<file path="src/rtl/cpu_types_pkg.sv">
// Shared CPU types: machine word and the request unit state encoding.
package cpu_types_pkg;

  localparam int unsigned WORD_W = 32;

  typedef logic [WORD_W-1:0] word_t;

  typedef enum logic [1:0] {
    IFETCH  = 2'd0,
    DACCESS = 2'd1,
    HALTED  = 2'd2
  } ru_state_t;

  function automatic logic addr_match(input word_t a, input word_t b);
    return a == b;
  endfunction

endpackage

</file>
<file path="src/rtl/link_register.sv">
// LL/SC reservation: one address plus valid bit, cleared by SC, aliasing stores or snoops.
module link_register
  import cpu_types_pkg::*;
(
  input  logic  clk_i,
  input  logic  rst_i,
  input  logic  set_i,
  input  word_t set_addr_i,
  input  logic  clear_i,
  input  logic  snoop_inv_i,
  input  word_t snoop_addr_i,
  output logic  link_valid_o,
  output word_t link_addr_o
);

  logic  valid_q, valid_d;
  word_t addr_q, addr_d;
  logic  snoop_hit;

  assign snoop_hit = snoop_inv_i && addr_match(snoop_addr_i, addr_q);

  always_comb begin
    valid_d = valid_q;
    addr_d  = addr_q;
    if (set_i) begin
      // A new LL takes priority unless the same-cycle snoop targets the new address.
      addr_d  = set_addr_i;
      valid_d = !(snoop_inv_i && addr_match(snoop_addr_i, set_addr_i));
    end else if (clear_i || snoop_hit) begin
      valid_d = 1'b0;
    end
  end

  always_ff @(posedge clk_i or posedge rst_i) begin
    if (rst_i) begin
      valid_q <= 1'b0;
      addr_q  <= '0;
    end else begin
      valid_q <= valid_d;
      addr_q  <= addr_d;
    end
  end

  assign link_valid_o = valid_q;
  assign link_addr_o  = addr_q;

endmodule

</file>
<file path="src/rtl/request_unit.sv">
// Fetch/memory sequencer: holds data-cache requests, pulses pc_en, resolves SC, latches halt.
module request_unit
  import cpu_types_pkg::*;
(
  input  logic  CLK,
  input  logic  RST,
  input  logic  dREN,
  input  logic  dWEN,
  input  logic  datomic,
  input  logic  cpu_halt,
  input  word_t dmemaddr_in,
  input  word_t dmemstore_in,
  input  logic  ihit,
  input  logic  dhit,
  input  logic  snoop_inv,
  input  word_t snoop_addr,
  output logic  imemREN,
  output logic  dmemREN,
  output logic  dmemWEN,
  output word_t dmemaddr,
  output word_t dmemstore,
  output logic  pc_en,
  output word_t sc_result,
  output logic  halt
);

  ru_state_t state_q, state_d;
  logic      dren_q, dren_d;
  logic      dwen_q, dwen_d;
  logic      atomic_q, atomic_d;
  word_t     addr_q, addr_d;
  word_t     store_q, store_d;

  logic      sc_ok;
  logic      ll_set;
  logic      link_clear;
  logic      link_valid;
  word_t     link_addr;
  logic      sc_doomed;

  // An SC without a matching reservation completes immediately as a failure.
  assign sc_doomed = dWEN && datomic && !(link_valid && addr_match(link_addr, dmemaddr_in));

  always_comb begin
    state_d    = state_q;
    dren_d     = dren_q;
    dwen_d     = dwen_q;
    atomic_d   = atomic_q;
    addr_d     = addr_q;
    store_d    = store_q;
    imemREN    = 1'b0;
    pc_en      = 1'b0;
    sc_ok      = 1'b0;
    ll_set     = 1'b0;
    link_clear = 1'b0;

    case (state_q)
      IFETCH: begin
        imemREN = 1'b1;
        if (ihit) begin
          if (cpu_halt) begin
            state_d = HALTED;
          end else if (!(dREN || dWEN) || sc_doomed) begin
            pc_en = 1'b1;
          end else begin
            dren_d   = dREN;
            dwen_d   = dWEN;
            atomic_d = datomic;
            addr_d   = dmemaddr_in;
            store_d  = dmemstore_in;
            state_d  = DACCESS;
          end
        end
      end
      DACCESS: begin
        if (dhit) begin
          pc_en      = 1'b1;
          sc_ok      = dwen_q && atomic_q;
          ll_set     = dren_q && atomic_q;
          link_clear = sc_ok || (dwen_q && !atomic_q && addr_match(addr_q, link_addr));
          dren_d     = 1'b0;
          dwen_d     = 1'b0;
          atomic_d   = 1'b0;
          state_d    = IFETCH;
        end
      end
      HALTED: begin
      end
      default: state_d = IFETCH;
    endcase
  end

  always_ff @(posedge CLK or posedge RST) begin
    if (RST) begin
      state_q  <= IFETCH;
      dren_q   <= 1'b0;
      dwen_q   <= 1'b0;
      atomic_q <= 1'b0;
      addr_q   <= '0;
      store_q  <= '0;
    end else begin
      state_q  <= state_d;
      dren_q   <= dren_d;
      dwen_q   <= dwen_d;
      atomic_q <= atomic_d;
      addr_q   <= addr_d;
      store_q  <= store_d;
    end
  end

  link_register u_link (
    .clk_i       (CLK),
    .rst_i       (RST),
    .set_i       (ll_set),
    .set_addr_i  (addr_q),
    .clear_i     (link_clear),
    .snoop_inv_i (snoop_inv),
    .snoop_addr_i(snoop_addr),
    .link_valid_o(link_valid),
    .link_addr_o (link_addr)
  );

  assign dmemREN   = dren_q;
  assign dmemWEN   = dwen_q;
  assign dmemaddr  = addr_q;
  assign dmemstore = store_q;
  assign sc_result = {{(WORD_W-1){1'b0}}, sc_ok};
  assign halt      = (state_q == HALTED);

endmodule
</file>
<file path="config.mk">
export PLATFORM = sky130hd
export DESIGN_NAME = request_unit
export DESIGN_NICKNAME = d
export VERILOG_FILES = /design/src/rtl/cpu_types_pkg.sv /design/src/rtl/link_register.sv /design/src/rtl/request_unit.sv
export SDC_FILE = /design/constraint.sdc
export NUM_CORES = 1
export LEC_CHECK = 0
export BUFFER_PORTS_ARGS = -buffer_cell sky130_fd_sc_hd__clkbuf_2
export CAP_MARGIN = 15
export CORE_ASPECT_RATIO = 1.5
export CORE_MARGIN = 3
export CORE_UTILIZATION = 54
export CTS_CLUSTER_DIAMETER = 30
export DETAILED_ROUTE_END_ITERATION = 10
export PLACE_DENSITY = 0.95
export SYNTH_ARGS = -nofsm -noshare
export SYNTH_HDL_FRONTEND = slang
export SYNTH_SLANG_ARGS = --single-unit
</file>
<file path="constraint.sdc">
create_clock -name CLK -period 5.9 [get_ports CLK]
set_clock_uncertainty 0.15 [all_clocks]
set_input_delay 1.18 -clock CLK [delete_from_list [all_inputs] [get_ports CLK]]
set_output_delay 1.18 -clock CLK [all_outputs]
set_load 0.02 [all_outputs]
</file>
==> results of run 1 <==
==> cell type report <==
class	instances	area, sq um	area share, %
Clock buffer	9	225.2	3.360
Clock inverter	7	80.08	1.195
Inverter	1	6.256	0.09334
Multi-Input combinational cell	329	2789	41.61
Sequential cell	102	2552	38.08
Tap cell	115	143.9	2.147
Timing Repair Buffer	177	905.9	13.52
==> worst paths after layout <==
path | startpoint | endpoint | cells after the start
worst min register to register | dmemstore[31] | dmemstore[31] | 1
worst min-delay path | dmemstore[31] | dmemstore[31] | 1
min in group asynchronous | RST | dmemstore[21] | 2
worst max-delay path | dmemaddr_in[21] | pc_en | 8
max in group asynchronous | RST | u_link.link_addr_o[29] | 3
worst max register to register | u_link.link_addr_o[18] | dmemaddr[13] | 7
==> power by group <==
group | total [mW] | leakage, nW | switching [mW] | internal, mW
Clock | 0.608 | 0.143 | 0.274 | 0.334
Sequential | 1.07 | 1.33 | 0.199 | 0.866
Combinational | 0.854 | 1.90 | 0.482 | 0.372
Total | 2.53 | 3.37 | 0.955 | 1.57
==> registers in the layout, summed over array words and instances (netlist names) <==
register,cells
dmemREN,1
atomic_q,1
u_link.link_addr_o,32
u_link.link_valid_o,1
dmemaddr,32
dmemWEN,1
state_q,2
dmemstore,32
==> per-stage QoR <==
stage / util (%) / power, mW
floorplan: - / 1.595
CTS: 68.02 / 2.540
global placement: 64.92 / 1.887
global route: 68.02 / 2.641
finish: 68.02 / 2.527
detailed placement: 64.92 / 1.930
==> kinds of logic after synthesis <==
kind of cell,after synthesis
buf+inv,43
flops,102
mux,96
xor+xnor,128
simple gates,62
compound gates,12
other cells,1
==> layer usage <==
layer  track usage, %  vias to the layer above  routed length [um]
li1                 -                     1842                   -
met1            26.25                     2020                4822
met2            46.59                      232                7899
met3            4.927                       56                1037
met4            15.39                        0                 785
met5                0                        -                   0
==> cell usage in the layout, fill, tap and decap left out <==
cell,count
nor2b_1,2
or4_1,1
mux2_1,16
inv_4,1
xor2_1,55
clkinv_4,1
nand3b_1,1
o22ai_1,3
buf_12,1
buf_4,2
a21oi_1,1
nor4_1,15
nand4_1,21
o211ai_1,2
conb_1,31
xnor2_1,73
bufinv_16,1
or2_2,1
or3b_2,1
nand3_1,4
nor2_1,3
dfrtp_1,102
a21oi_4,1
nand2_1,4
nor3b_1,1
a21o_1,1
clkbuf_2,174
nor3_1,3
or4_4,1
clkinvlp_4,2
clkbuf_16,9
mux2_2,80
inv_6,3
a221o_1,3
and3_1,4
o21ai_0,1
==> results by group, run 1 <==
Route
  – Final WL: between 10000 and 15000 um
  – DRC: 0
  – First-pass DRT Iterations: 4
  – Via count: just over 4000
  – Via density: around 5.6
  – Starting DRT DRC Count: about 230
  – DRT antenna net count: 0
  – DR WL/cell: between 15 and 20 um

GRT
  – First-pass GRT wire length: between 20000 and 25000 um
  – Vias in the first global route: ~4500
  – Initial antenna violation count: 0
  – Largest net degree at the start of global routing: 77
  – GRT Residual Overflow: 0
  – Total GRT Usage: around a quarter

Cells and area
  – Design area: ~6700 sq um
  – Layout cells sized above 1: between 40 and 50%
  – Post-layout nets: 725
  – N_diodes: 0
  – Finished Layout Cells: 740
  – Fillers: roughly 700
  – Layout overhead on the synthesized area: 20.82%

Placed design
  – PortBufs: 174
  – DPL Wire Length: roughly 11000 um
  – Pre-CTS setup slack: around 1.7 ns
  – Dpl cell area: 6397 sq um
  – Placed cell count: ~720
  – Final GP Congestion: 1.043

Floorplanning
  – CORE AREA: about 10000 sq um
  – DIE WIDTH: between 80 and 90 um
  – Placement Rows: 44
  – Die footprint: approximately 12000 sq um
  – Number of I/O pins: between 200 and 250
  – Initial Utilization: between 50 and 60%
  – Die Span Y: approximately 130 um

Yosys
  – Yosys top cell area share: a little under half
  – Simple-Gate Fraction of Synth Area: a little under 7%
  – Register area share after synthesis: 46.01%
  – Largest family of logic cells by synthesized area: XOR/XNOR gates
  – Count leader, synth: dfrtp_1
  – Synth Area per Inst: between 10 and 15 sq um
  – Cell taking the most area after synthesis: dfrtp_1
  – Synth Instances: about 440
  – Synth Area in XOR/XNOR: between 20% and 30%
  – Ys Warns: 0
  – Top cells by area, synth: dfrtp_1 46%, mux2_2 16%, xnor2_1 12%, xor2_1 8.7%, buf_4 4.9%
  – Post-Synth Adder-Cell Area: 0%
  – Number of synthesized flops with an enable pin: 0
  – Synth Area in Compound Gates: 1.759%
  – Cell Area, Synth: roughly 5500 sq um
  – Post-synthesis mux area share: a little under 20%
  – Post-synth top cells: 102 x dfrtp_1, 80 x mux2_2, 73 x xnor2_1, 55 x xor2_1, 36 x buf_4
  – Async SR Flop Fraction: 100.0%
  – Seq cells post-synth: approximately 100
  – Post-synth top flop: dfrtp_1
  – Distinct cells, synth: 31

Critical path
  – Crit start category: input port
  – Worst path most repeated cell: clkbuf_2
  – Slowest CP cell: or4_4
  – Reg2Reg Setup Slack: ~2.5 ns
  – Critical path fanouts, max: 5
  – Crit Path Class: in2out
  – Bufs and invs on worst path: 2
  – Crit path max-delay family: simple AND/OR/NAND/NOR gates
  – CP Capture Type: output port
  – Worst path max stage delay: ~0.60 ns
  – Worst EP arrival: between 2 and 3 ns
  – Worst-path cell chain: clkbuf_2 -> xor2_1 -> nor4_1 -> nand3_1 -> or4_4 -> nand2_1 -> o22ai_1 -> clkbuf_2
  – Req. time, crit path: ~4.6 ns

STA
  – Worst Slack Setup Final: ~1.6 ns
  – Final setup violation count: 0
  – FMAX: 232.4 MHz
  – RSZ-0062 raised after global routing: no
  – Worst slew pin tran: 0.9601 ns
  – Tightest hold margin: about 0.34 ns
  – Headroom to the max-slew limit: approximately 36%
  – Setup TNS: 0 ns
  – Fin. max-slew vios: 0
  – Minimum clock period: ~4.3 ns
  – Final worst-path cycle share: around 73%
  – Hold Fails Final Rpt: 0

CTS
  – Clock sinks: about 100
  – Hold Buf Count CTS: 0
  – Worst skew pair latency: 0.35 ns
  – Clk root buf: clkbuf_16
  – Clk slew on worst S/H paths: 0.07 ns
  – Postcts setup bufs: 0
  – CTS tree: built
  – Max Buffers Root-to-Sink: 2
  – TritonCTS buffer count: 9
  – Max H-tree Level: 3
  – Post-cts sizing count: 0

Power
  – Leak Pwr: between 3 and 4 nW
  – Worst IR Drop VDD: 0.2340 mV
  – Pwr Density: ~380 nW/um^2

Hold path
  – Hold WC Path Type: reg2reg

Status
  – Status: finished, final reports clean

Run
  – Max-cap violations: 0
Power figures use the tool's default switching activity.
==> inputs of run 2 (changes only) <==
CORE_UTILIZATION = 45   (was 54)
PLACE_DENSITY = 0.87   (was 0.95)
clock period = 3.7 ns   (was 5.9 ns; I/O delays follow)
==> results by group, run 2 (synthesized netlist as in run 1, its figures left out) <==
STA
  – Setup TNS: 0 ns (unchanged)
  – Fin. max-slew vios: 0 (unchanged)
  – Hold Fails Final Rpt: 0 (unchanged)
  – Minimum clock period: between 3 and 4 ns
  – Worst slew pin tran: 0.7649 ns (-0.1952 ns)
  – Headroom to the max-slew limit: 49.01% (+13 points)
  – RSZ-0062 raised after global routing: no
  – Final worst-path cycle share: 98.48%
  – FMAX: around 270 MHz
  – Final setup violation count: 0 (unchanged)
  – Tightest hold margin: 0.3421 ns (+0.002818 ns)

Run
  – Max-cap violations: 0 (unchanged)

Cells and area
  – Design area: 6770 sq um (+1.0%)
  – Most common cell after layout, fill and taps aside: clkbuf_2
  – Layout cells sized above 1: 44.66% (+0.18 points)
  – Most frequent cells in the layout: 174 x clkbuf_2, 102 x dfrtp_1, 80 x mux2_2
  – Fin util: 56.34% (-12 points)
  – N_diodes: 0 (unchanged)
  – Layout overhead on the synthesized area: 22.03%
  – Post-layout nets: 727 (+0.28%)

Critical path
  – Worst EP arrival: 2.75 ns (-0.22 ns)
  – Crit start category: register
  – Critical path fanouts, max: 5 (unchanged)
  – Crit path from: u_link.link_addr_o[21]
  – CP Capture Type: output port
  – Crit Path Class: reg2out
  – Req. time, crit path: 2.81 ns (-1.76 ns)
  – End point of the critical path: pc_en
  – Reg-to-reg endpoint: dmemstore[18]
  – Reg2Reg Depth: 7 (unchanged)
  – Reg2Reg Setup Slack: 0.47 ns (-2.01 ns)
  – Reg2Reg Launch Point: u_link.link_addr_o[21]

Placed design
  – Final GP Congestion: 0.9988 (-4.2%)
  – Dpl cell area: 6472 sq um (+1.2%)
  – DPL Wire Length: 12250 um (+7.0%)
  – PortBufs: 174 (unchanged)

CTS
  – Clk slew on worst S/H paths: 0.07 ns (about the same)
  – Hold Buf Count CTS: 0 (unchanged)
  – Max Buffers Root-to-Sink: 2 (unchanged)
  – Post-cts sizing count: 0 (unchanged)
  – Clock sinks: 102 (unchanged)
  – Worst skew pair latency: 0.35 ns (about the same)
  – Postcts setup bufs: 0 (unchanged)
  – Clk root buf: clkbuf_16
  – Max H-tree Level: 3 (unchanged)
  – TritonCTS buffer count: 9 (unchanged)
  – CTS tree: built

Floorplanning
  – DIE WIDTH: 96.66 um (+8.9%)
  – Placement Rows: 49 (+11%)
  – Initial Utilization: 46.17% (-10 points)
  – CORE AREA: 12020 sq um (+22%)
  – Number of I/O pins: 206 (unchanged)
  – Die footprint: 13720 sq um (+19%)
  – Die Span Y: 142.0 um (+9.1%)

GRT
  – Total GRT Usage: 21.93% (-3.6 points)
  – Largest net degree at the start of global routing: 63 (-18%)
  – GRT Residual Overflow: 0 (unchanged)
  – Initial antenna violation count: 0 (unchanged)
  – First-pass GRT wire length: 23270 um (+5.3%)
  – Vias in the first global route: 4458 (+0.11%)

Route
  – DRT antenna net count: 0 (unchanged)
  – First-pass DRT Iterations: 4 (unchanged)
  – Final WL: 15190 um (+4.4%)
  – DR WL/cell: 19.47 um (-0.95%)
  – DRC: 0 (unchanged)
  – Via count: 4126 (-0.58%)
  – Via density: 5.290 (-5.7%)
  – Starting DRT DRC Count: 137 (-41%)

Power
  – Tot Pwr: 4.035 mW (+60%)
  – Leak Pwr: 3.385 nW (+0.36%)
  – Pwr Density: 596.0 nW/um^2 (+58%)
  – Worst IR Drop VDD: 0.3711 mV (+59%)

Hold path
  – Hold depth: 1 (unchanged)
  – Hold WC Path Type: reg2reg

Status
  – Status: finished, final reports clean
-- run 2: changes by cell type in the layout (fill, tap and decap cells not counted) --
| cell | delta |
|---|---|
| clkinv_2 | +2 |
| buf_4 | +1 |
| inv_6 | -1 |
| buf_12 | +1 |
| clkinv_4 | -1 |
-- run 2: cell type report --
| cell class | instances | area [sq um] |
|---|---|---|
| clock buffers | 9 | 225.2 |
| clock inverters | 7 | 72.57 |
| fillers | 1031 | 5246 |
| inverters | 1 | 6.256 |
| multi-input cells | 329 | 2789 |
| flip-flops and latches | 102 | 2552 |
| well taps | 153 | 191.4 |
| repair buffers | 179 | 933.4 |
-- run 2: worst min path at each step --
stage	startpoint	endpoint	slack (ns)
after floorplan	state_q[0]	state_q[1]	0.34
after global placement	dmemstore[4]	dmemstore[4]	0.32
after CTS	dmemstore[6]	dmemstore[6]	0.35
after global routing	dmemstore[6]	dmemstore[6]	0.36
final	dmemstore[6]	dmemstore[6]	0.34
after detailed placement	dmemstore[6]	dmemstore[6]	0.33
-- run 2: per-layer routing --
layer,track usage [%],part of all wire (%),up-vias
li1,-,-,1854
met1,20.88,33,2016
met2,40.76,53,202
met3,6.327,7.1,54
met4,14.28,6.4,0
met5,0,0,-
-- run 2: per-stage QoR --
step / setup slack [ns] / cells
floorplan: 0.1345 / 474
global placement: 0.1335 / 764
detailed placement: 0.1337 / 764
CTS: 0.07945 / 780
global route: 0.01214 / 780
finish: 0.05626 / 780
-- run 2: where the power goes --
group | switching (mW) | leakage [nW] | total (mW) | internal [mW]
Clock | 0.435 | 0.142 | 0.962 | 0.527
Sequential | 0.321 | 1.33 | 1.70 | 1.38
Combinational | 0.778 | 1.92 | 1.37 | 0.594
Total | 1.53 | 3.38 | 4.04 | 2.50
-- run 2: critical path, stage by stage, from the launching register on --
cell	delay, ns
dfrtp_1	0.48
xor2_1	0.21
nor4_1	0.58
nand3_1	0.18
or4_4	0.61
nand2_1	0.10
o22ai_1	0.09
clkbuf_2	0.17
==> inputs of run 3 (changes only) <==
ABC_CLOCK_PERIOD_IN_PS = 3000   (was default)
SKIP_CTS_REPAIR_TIMING = 1   (was default)
clock period = 3 ns   (was 3.7 ns; I/O delays follow)
==> results by group, run 3 (synthesized netlist as in run 1, its figures left out) <==
STA
  – Minimum clock period: ~3.1 ns
  – Worst slew pin tran: 0.6927 ns (-0.07223 ns)
  – Tightest hold margin: 0.1853 ns (-0.1568 ns)
  – Worst Slack Setup Final: -0.1167 ns (-0.1730 ns)
  – Fin. max-slew vios: 0 (unchanged)
  – Headroom to the max-slew limit: 53.72% (+4.7 points)
  – FMAX: 320.9 MHz
  – Hold Fails Final Rpt: 0 (unchanged)
  – Final setup violation count: 54 (+54)
  – RSZ-0062 raised after global routing: yes
  – Final worst-path cycle share: 103.9%

Cells and area
  – Fillers: 986 (-4.4%)
  – Layout overhead on the synthesized area: 30.22%
  – Most frequent cells in the layout: 173 x clkbuf_2, 97 x dfrtp_1, 80 x mux2_2
  – Layout cells sized above 1: 49.38% (+4.7 points)
  – Register area: 2559 sq um (+0.24%)
  – Post-layout nets: 750 (+3.2%)
  – Most common cell after layout, fill and taps aside: clkbuf_2
  – Footprint of the multi-input gates: 2853 sq um (+2.3%)
  – Fin util: 60.12% (+3.8 points)

GRT
  – Vias in the first global route: 4304 (-3.5%)
  – GRT Residual Overflow: 0 (unchanged)
  – Largest net degree at the start of global routing: 40 (-37%)
  – Total GRT Usage: 21.54% (-0.39 points)
  – First-pass GRT wire length: 22890 um (-1.6%)
  – Initial antenna violation count: 1 (+1)

CTS
  – CTS tree: built
  – Clk slew on worst S/H paths: 0.07 ns (about the same)
  – Clock sinks: 102 (unchanged)
  – Max H-tree Level: 3 (unchanged)
  – Worst skew pair latency: 0.35 ns (about the same)
  – Clk root buf: clkbuf_16
  – TritonCTS buffer count: 9 (unchanged)
  – Max Buffers Root-to-Sink: 2 (unchanged)

Critical path
  – Reg2Reg Setup Slack: -0.07 ns (-0.54 ns)
  – Reg-to-reg endpoint: dmemaddr[12]
  – Crit path from: u_link.link_addr_o[1]
  – Crit Path Class: reg2out
  – Critical path fanouts, max: 5 (unchanged)
  – Worst EP arrival: 2.37 ns (-0.38 ns)
  – Reg2Reg Launch Point: u_link.link_addr_o[1]
  – Req. time, crit path: 2.25 ns (-0.56 ns)
  – CP Capture Type: output port
  – Crit start category: register
  – Slowest CP cell: or4_4
  – Worst-path cell chain: xor2_2 -> nor4_2 -> buf_4 -> nand4_1 -> or4_4 -> nand2_2 -> o22ai_2 -> buf_6
  – Worst path max stage delay: 0.59 ns (-0.02 ns)
  – End point of the critical path: pc_en
  – Reg2Reg Depth: 11 (+4)

Hold path
  – Hold WC Path Type: in2async

Floorplanning
  – Number of I/O pins: 206 (unchanged)
  – DIE WIDTH: 96.66 um (unchanged)
  – Initial Utilization: 46.17% (unchanged)
  – Placement Rows: 49 (unchanged)
  – CORE AREA: 12020 sq um (unchanged)
  – Die Span Y: 142.0 um (unchanged)
  – Die footprint: 13720 sq um (unchanged)

Placed design
  – PortBufs: 174 (unchanged)
  – Final GP Congestion: 0.9295 (-6.9%)
  – DPL Wire Length: 12030 um (-1.8%)

Power
  – Pwr Density: 694.1 nW/um^2 (+16%)
  – Leak Pwr: 3.574 nW (+5.6%)
  – Worst IR Drop VDD: 0.4570 mV (+23%)
  – Pint: 3.119 mW (+25%)
  – Net Switching: 1.896 mW (+24%)
  – Combinational share of power: 34.7% (+0.7 points)
  – Seq pwr share: 41.7% (-0.5 points)
  – Clock power share: 23.6% (-0.3 points)
  – Switching portion of total power: 37.80% (-0.20 points)

Route
  – Via count: 4245 (+2.9%)
  – DR WL/cell: 20.58 um (+5.7%)
  – DRT antenna net count: 0 (unchanged)
  – DRC: 0 (unchanged)
  – Starting DRT DRC Count: 248 (+81%)
  – Final WL: 16540 um (+8.9%)
  – First-pass DRT Iterations: 4 (unchanged)
  – Via density: 5.280 (-0.19%)

Status
  – Failing checks: negative setup slack
  – Status: finished with violations

Run
  – Max-cap violations: 0 (unchanged)
==> run 3: critical path: cells and delay by family, from the launching register on <==
kind | cells | cell delay, ns
simple gates | 4 | 1.07
flops | 1 | 0.41
buf+inv | 2 | 0.30
xor+xnor | 1 | 0.16
compound gates | 1 | 0.08
==> run 3: power groups by stage <==
| stage | Sequential [mW] | Combinational (mW) | Clock [mW] |
|---|---|---|---|
| 4_1_cts | 2.09 | 1.72 | 1.20 |
| 3_5_place_dp | 2.11 | 1.71 | 0 |
| 5_1_grt | 2.15 | 1.85 | 1.26 |
| 6_report | 2.09 | 1.74 | 1.18 |
| 3_3_place_gp | 2.09 | 1.67 | 0 |
| 2_1_floorplan | 2.43 | 0.709 | 0 |
==> run 3: how the worst min path moves through the flow <==
stage               depth (start not counted)      endpoint  slack (ns)         start
floorplan                                   1    state_q[1]        0.34    state_q[0]
global route                                2   dmemaddr[0]        0.23           RST
detailed placement                          1  dmemstore[6]        0.33  dmemstore[6]
CTS                                         2   dmemaddr[0]        0.20           RST
finish                                      2   dmemaddr[0]        0.19           RST
global placement                            1  dmemstore[7]        0.32  dmemstore[7]
==> run 3: layer usage <==
layer | vias up | GRT usage (%) | routed length [um]
met5 | - | 0 | 0
met4 | 0 | 12.43 | 643
met3 | 41 | 4.071 | 990
met2 | 200 | 40.90 | 9068
met1 | 2105 | 21.83 | 5842
li1 | 1899 | - | -
==> run 3: stage by stage <==
stage / cell area (sq um) / power [mW] / instances / TNS [ns] / worst slack, ns
2_1_floorplan: 5664 / 3.137 / 474 / 0 / 0.2569
3_3_place_gp: 6521 / 3.760 / 767 / -13.54 / -0.2272
3_5_place_dp: 6521 / 3.823 / 767 / -15.29 / -0.2717
4_1_cts: 6818 / 5.013 / 783 / -1.994 / -0.3573
5_1_grt: 7224 / 5.259 / 804 / -5.925 / -0.1909
6_report: 7224 / 5.014 / 804 / -1.793 / -0.1167
==> run 3: cell type report <==
type | count | area share [%]
antenna | 1 | 0.03464
sequential | 102 | 35.42
multi-input combinational | 329 | 39.49
clock buffer | 9 | 3.117
tap | 153 | 2.650
clock inverter | 7 | 0.9872
inverter | 1 | 0.1039
timing repair buffer | 202 | 18.20
